===== src/rtl/bus_pkg.sv =====
// Shared types and constants for the two-master bus arbiter.
// Optional round-robin arbitration is enabled by defining BUS_ARB_RR_EN.
package bus_pkg;

    localparam int ADDR_W      = 22;
    localparam int DATA_W      = 32;
    localparam int WDT_W       = 16;
    localparam int TMO_DEFAULT = 255;

    typedef enum logic [1:0] {
        IDLE = 2'b00,
        G0   = 2'b01,
        G1   = 2'b10
    } state_t;

    function automatic state_t grant_of(input logic sel);
        return sel ? G1 : G0;
    endfunction

endpackage


===== src/rtl/bus_arb_wdt.sv =====
// Transfer watchdog: counts stalled cycles of the granted master and fires
// on the stalled cycle that reaches TMO_CYCLES.
module bus_arb_wdt
    import bus_pkg::*;
#(
    parameter int TMO_CYCLES = TMO_DEFAULT
) (
    input  logic clk,
    input  logic rst,
    input  logic clr,
    input  logic inc,
    output logic fire
);

    localparam logic [WDT_W-1:0] LAST = WDT_W'(TMO_CYCLES - 1);

    logic [WDT_W-1:0] cnt;

    always_ff @(posedge clk or posedge rst) begin
        if (rst) begin
            cnt <= '0;
        end else if (clr) begin
            cnt <= '0;
        end else if (inc) begin
            cnt <= cnt + 1'b1;
        end
    end

    // The firing cycle is itself a stalled cycle, so compare one short.
    assign fire = inc && (cnt == LAST);

endmodule


===== src/rtl/bus_arb.sv =====
// Two-master bus arbiter (m0 = CPU, m1 = DMA/video) with lock and watchdog.
// Define BUS_ARB_RR_EN for round-robin contention; default is fixed m0 priority.
//
// state | meaning
// IDLE  | no owner, bus_stb low, arbitrate pending requests
// G0    | m0 owns the bus
// G1    | m1 owns the bus
module bus_arb
    import bus_pkg::*;
#(
    parameter int TMO_CYCLES = TMO_DEFAULT
) (
    input  logic              clk,
    input  logic              rst,
    input  logic              m0_stb,
    input  logic              m0_we,
    input  logic              m0_lock,
    input  logic [ADDR_W-1:0] m0_addr,
    input  logic [DATA_W-1:0] m0_dout,
    output logic [DATA_W-1:0] m0_din,
    output logic              m0_ack,
    input  logic              m1_stb,
    input  logic              m1_we,
    input  logic              m1_lock,
    input  logic [ADDR_W-1:0] m1_addr,
    input  logic [DATA_W-1:0] m1_dout,
    output logic [DATA_W-1:0] m1_din,
    output logic              m1_ack,
    output logic              bus_stb,
    output logic              bus_we,
    output logic [ADDR_W-1:0] bus_addr,
    output logic [DATA_W-1:0] bus_dout,
    input  logic [DATA_W-1:0] bus_din,
    input  logic              bus_ack,
    output logic [1:0]        gnt,
    output logic              tmo
);

    state_t state, state_next;

    logic              sel;
    logic              owned;
    logic              own_stb;
    logic              own_we;
    logic              own_lock;
    logic [ADDR_W-1:0] own_addr;
    logic [DATA_W-1:0] own_dout;
    logic              other_stb;
    logic              fire;
    logic              release_now;
    logic              wdt_clr;
    logic              wdt_inc;
    logic              pick;

    assign sel       = (state == G1);
    assign owned     = (state != IDLE);
    assign own_stb   = sel ? m1_stb  : m0_stb;
    assign own_we    = sel ? m1_we   : m0_we;
    assign own_lock  = sel ? m1_lock : m0_lock;
    assign own_addr  = sel ? m1_addr : m0_addr;
    assign own_dout  = sel ? m1_dout : m0_dout;
    assign other_stb = sel ? m0_stb  : m1_stb;

    // A timeout ends the transfer regardless of lock.
    assign release_now = fire || (bus_ack && !own_lock);

`ifdef BUS_ARB_RR_EN
    // Holds the master that wins the next contention, i.e. the one that was
    // not released last; m0 is favoured out of reset.
    logic rr_ptr;

    always_ff @(posedge clk or posedge rst) begin
        if (rst) begin
            rr_ptr <= 1'b0;
        end else if (owned && own_stb && release_now) begin
            rr_ptr <= ~sel;
        end
    end

    assign pick = rr_ptr;
`else
    assign pick = 1'b0;
`endif

    assign wdt_inc = owned && own_stb && !bus_ack;
    assign wdt_clr = !owned || bus_ack || (state_next != state);

    bus_arb_wdt #(
        .TMO_CYCLES(TMO_CYCLES)
    ) u_wdt (
        .clk (clk),
        .rst (rst),
        .clr (wdt_clr),
        .inc (wdt_inc),
        .fire(fire)
    );

    always_ff @(posedge clk or posedge rst) begin
        if (rst) begin
            state <= IDLE;
        end else begin
            state <= state_next;
        end
    end

    always_comb begin
        state_next = state;
        bus_stb    = 1'b0;
        bus_we     = 1'b0;
        bus_addr   = '0;
        bus_dout   = '0;
        m0_ack     = 1'b0;
        m0_din     = '0;
        m1_ack     = 1'b0;
        m1_din     = '0;
        gnt        = {state == G1, state == G0};
        tmo        = fire;

        case (state)
            IDLE: begin
                if (m0_stb && m1_stb) begin
                    state_next = grant_of(pick);
                end else if (m0_stb) begin
                    state_next = G0;
                end else if (m1_stb) begin
                    state_next = G1;
                end
            end
            G0, G1: begin
                if (!own_stb) begin
                    state_next = IDLE;
                end else if (release_now) begin
                    state_next = other_stb ? grant_of(~sel) : IDLE;
                end
            end
            default: state_next = IDLE;
        endcase

        if (owned) begin
            bus_stb  = own_stb;
            bus_we   = own_we;
            bus_addr = own_addr;
            bus_dout = own_dout;
            if (sel) begin
                m1_ack = bus_ack || fire;
                m1_din = fire ? '0 : bus_din;
            end else begin
                m0_ack = bus_ack || fire;
                m0_din = fire ? '0 : bus_din;
            end
        end
    end

endmodule


===== config.mk =====
export PLATFORM = sky130hd
export DESIGN_NAME = bus_arb
export DESIGN_NICKNAME = d
export VERILOG_FILES = /design/src/rtl/bus_pkg.sv /design/src/rtl/bus_arb_wdt.sv /design/src/rtl/bus_arb.sv
export SDC_FILE = /design/constraint.sdc
export NUM_CORES = 1
export LEC_CHECK = 0
export CELL_PAD_IN_SITES_DETAIL_PLACEMENT = 1
export CELL_PAD_IN_SITES_GLOBAL_PLACEMENT = 2
export CORE_MARGIN = 4
export CORE_UTILIZATION = 14
export CTS_CLUSTER_DIAMETER = 30
export DETAILED_ROUTE_END_ITERATION = 8
export GPL_TIMING_DRIVEN = 0
export PLACE_DENSITY_LB_ADDON = 0.08
export SLEW_MARGIN = 20
export SYNTH_ARGS = -nofsm -noshare
export SYNTH_HDL_FRONTEND = slang
export SYNTH_HIERARCHICAL = 1
export SYNTH_SLANG_ARGS = --single-unit

===== constraint.sdc =====
create_clock -name clk -period 8.6 [get_ports clk]
set_clock_uncertainty 0.1 [all_clocks]
set_input_delay 0.86 -clock clk [delete_from_list [all_inputs] [get_ports clk]]
set_output_delay 0.86 -clock clk [all_outputs]
set_load 0.02 [all_outputs]

==> implementation parameters <==
Parameter                              Value

Clocking
  CTS Buf Count    3
  CTS tree    built
  Number of buffers added to fix hold violations after cts    0
  Number of setup buffers added after CTS    0
  Clock transition at the register clock pins on the worst setup and hold paths after CTS    around 0.05 ns
  Number of sinks on the clock net    18
  Post-cts gate resize count    0
  # H-tree levels    1
  Clock Latency Late Sink    about 0.25 ns
  Max clock buf depth    2
  Buffer type at the clock tree root    clkbuf_16

Floorplanning
  Count of pins on the block boundary    274
  Number of standard-cell rows in the floorplan    49
  Die area    around 21000 um2
  Width of the chip    approximately 140 um
  Initial standard-cell utilization of the core    between 10% and 20%
  Die outline height    144 um
  Floorplan Core Area    around 18000 um2

Status
  Status    completed

Final layout
  Antenna Diode Count    0
  Fraction of final layout cells sized beyond drive strength 1    under 10%
  Reg area    around 450 um2
  Layout Cell Area excl Fill    5670 um2
  # fillers    2149
  Multi-input logic area    1930 um2
  Final net count    between 800 and 900
  Area delta synth->final    120%

Logic synthesis
  Cell area after synthesis    2570 um2
  Post-synth net total    approximately 530
  Share of the synthesized area in the top cell type    between 20% and 30%
  Count of state elements after synthesis    18
  Ranking of synthesized cells by area    mux2i_1, nor2_1, dfrtp_1
  Sequential share of the synthesized area    between 15 and 20%
  Synth unique cells    between 40 and 50
  Cell type contributing the most total cell area after synthesis    mux2i_1
  Yosys warning total    6
  Mean cell area of the mapped netlist    between 6 and 7 um2
  Number of cells produced by synthesis    between 300 and 400

Route
  Post-DR wirelength/cell    about 16 um
  Remaining number of nets flagged by the antenna check after routing    0
  Vias per Instance    slightly above 4
  Initial drt markers    68
  DRC    0
  Total routed wirelength    14200 um
  Via count    3643
  First-pass detailed-route iteration total    4

Timing
  Sum Neg Setup Slack    0 ns
  Transition time at the pin with the least slew margin    approximately 1 ns
  Slew Limit Headroom    a little under a third
  Hold Vio Cnt, Final    0
  Total of endpoints with negative setup slack in the final report    0
  Period minus WS final    between 5 and 6 ns
  Maximum clock rate    about 0.20 GHz
  Setup repair after global routing missed its margin    no
  Final slew viol count    0
  Share of the clock period used by the worst path after layout    59.5%
  Worst hold slack    between 0.4 and 0.5 ns
  Slack of the critical path    3.48 ns

Global routing
  Number of antenna violations at the first check in global routing    0
  Wire length of the first global-routing pass    roughly 22000 um
  Via count of the first global-routing pass    between 4000 and 5000
  Overall global routing resource usage    13.0%
  Maximum number of pins on one net before global-route repair    17
  Remaining Overflow, GRT    0

Critical path
  Data arrival time of the critical path    5.15 ns
  Cell-by-cell listing of the critical path    inv_1, ha_1, clkbuf_1, clkbuf_1, nor3_1, buf_2, nand3_1, nor4_1, buf_6, a31oi_2, nor4_1, or4b_1, buf_2, o211ai_1, nor4_1, a31o_2, a21oi_1
  Delay of the slowest cell on the worst path    ~0.86 ns
  CP top delay family    simple AND/OR/NAND/NOR gates
  Worst setup SP type    flip-flop
  Max FO, Critical Path    10
  Crit path required time    ~8.6 ns
  Slowest cell on the critical path    nor4_1
  Crit-path most repeated cell    nor4_1
  Kind of critical path    reg2reg
  Total buffers and inverters traversed by the critical path    6
  Endpoint class of the critical path    flip-flop

Place
  GP Congestion    between 0.7 and 0.8
  Detailed placement HPWL    12400 um
  Post-place setup slack    3.21 ns
  IO Port Bufs    between 200 and 300
  Instance area after placement    approximately 5600 um2

Job
  Maxcap violations    0

Power
  Total leakage power    ~2.2 nW
  Pwr Total    1.52 mW
  Worst vdd ir    around 0.12 mV
  Power density over the cells    between 200 and 300 nW/um2

Min path
  Type of the tightest min-delay check    reg2reg
## cells in the mapped netlist, drive strengths merged
master / n
or3: 3
clkbuf: 18
o32a: 1
o22ai: 1
nand3: 4
and3: 1
o221ai: 1
nor4b: 1
or4b: 1
o211a: 1
xnor2: 6
a211oi: 1
xor2: 4
o211ai: 2
a31o: 2
nor2: 140
nand2b: 40
buf: 12
o32ai: 1
a21o: 1
or2: 2
mux2i: 56
nand4: 5
nor3: 4
a31oi: 3
a21oi: 9
ha: 7
o2111ai: 1
o21ai: 4
nand2: 7
inv: 13
or4: 2
nor4: 5
dfrtp: 18
## cell type report
cell class                      count  area share [%]
Inverter                           13           0.861
Multi-Input combinational cell    316            34.1
Buffer                             30            2.49
Tap cell                          229            5.06
Clock buffer                        3            1.32
Timing Repair Buffer              273            48.2
Sequential cell                    18            7.95
## state kept, by name (all words and copies together) (netlist names)
signal     cells
u_wdt/cnt     16
state          2
## tightest hold or removal path, cell delays in order (launching register included)
cell and delay [ns]:
dfrtp_1 0.37, xnor2_1 0.08, nor2_1 0.08
## cell usage in the layout (no fill, tap or decap), types with 2 or more instances in the layout
| cell | n |
|---|---|
| nand2_1 | 7 |
| xor2_1 | 4 |
| nand4_1 | 4 |
| ha_1 | 7 |
| nand2b_1 | 39 |
| clkdlybuf4s50_1 | 273 |
| nor2_1 | 140 |
| nor4_1 | 5 |
| o21ai_0 | 4 |
| buf_2 | 8 |
| a31oi_1 | 2 |
| nand3_1 | 4 |
| a21oi_1 | 9 |
| a31o_2 | 2 |
| dfrtp_1 | 18 |
| clkbuf_1 | 18 |
| xnor2_1 | 6 |
| mux2i_1 | 55 |
| or2_1 | 2 |
| buf_6 | 2 |
| o211ai_1 | 2 |
| inv_1 | 13 |
| or3_1 | 2 |
| nor3_1 | 4 |
| clkbuf_16 | 3 |
## final timing paths
kind | startpoint | endpoint | slack (ns) | cells after the start
worst max-delay path | state[0] | u_wdt/cnt[15] | 3.48 | 17
worst min-delay path | u_wdt/cnt[7] | u_wdt/cnt[7] | 0.46 | 2
worst max register to register | state[0] | u_wdt/cnt[15] | 3.48 | 17
worst min register to register | u_wdt/cnt[7] | u_wdt/cnt[7] | 0.46 | 2
max in group asynchronous | rst | u_wdt/cnt[6] | 7.00 | 2
min in group asynchronous | rst | state[1] | 0.72 | 2
## layer usage
metal	up-vias	GRT usage [%]	wire, um
met1	1676	14.1	5210
met5	-	0	0
li1	1794	-	-
met4	0	1.93	165
met3	8	4.66	1340
met2	165	24.6	7500
## power by group
| part | internal [mW] | total (mW) | switching [mW] |
|---|---|---|---|
| Clock | 0.0612 | 0.0913 | 0.0301 |
| Sequential | 0.0902 | 0.0996 | 0.00943 |
| Combinational | 0.597 | 1.33 | 0.728 |
| Total | 0.748 | 1.52 | 0.768 |
## metrics by stage
step | instances | utilization [%]
after floorplan | 377 | -
after global placement | 879 | 31.0
after detailed placement | 879 | 31.0
after CTS | 882 | 31.4
after global routing | 882 | 31.4
final | 882 | 31.4
## cell families (layout without fill, tap and decap cells)
logic type	count (synthesis)	in the layout	share of synthesized area, %
AND/OR/NAND/NOR	215	215	39.0
multiplexers	56	56	21.9
buffers and inverters	43	319	7.39
AO/OA/AOI/OAI	28	28	7.39
flip-flops	18	18	17.5
XOR/XNOR	10	10	3.40
adder cells (fa/ha/maj)	7	7	3.40
Power figures use the tool's default switching activity.
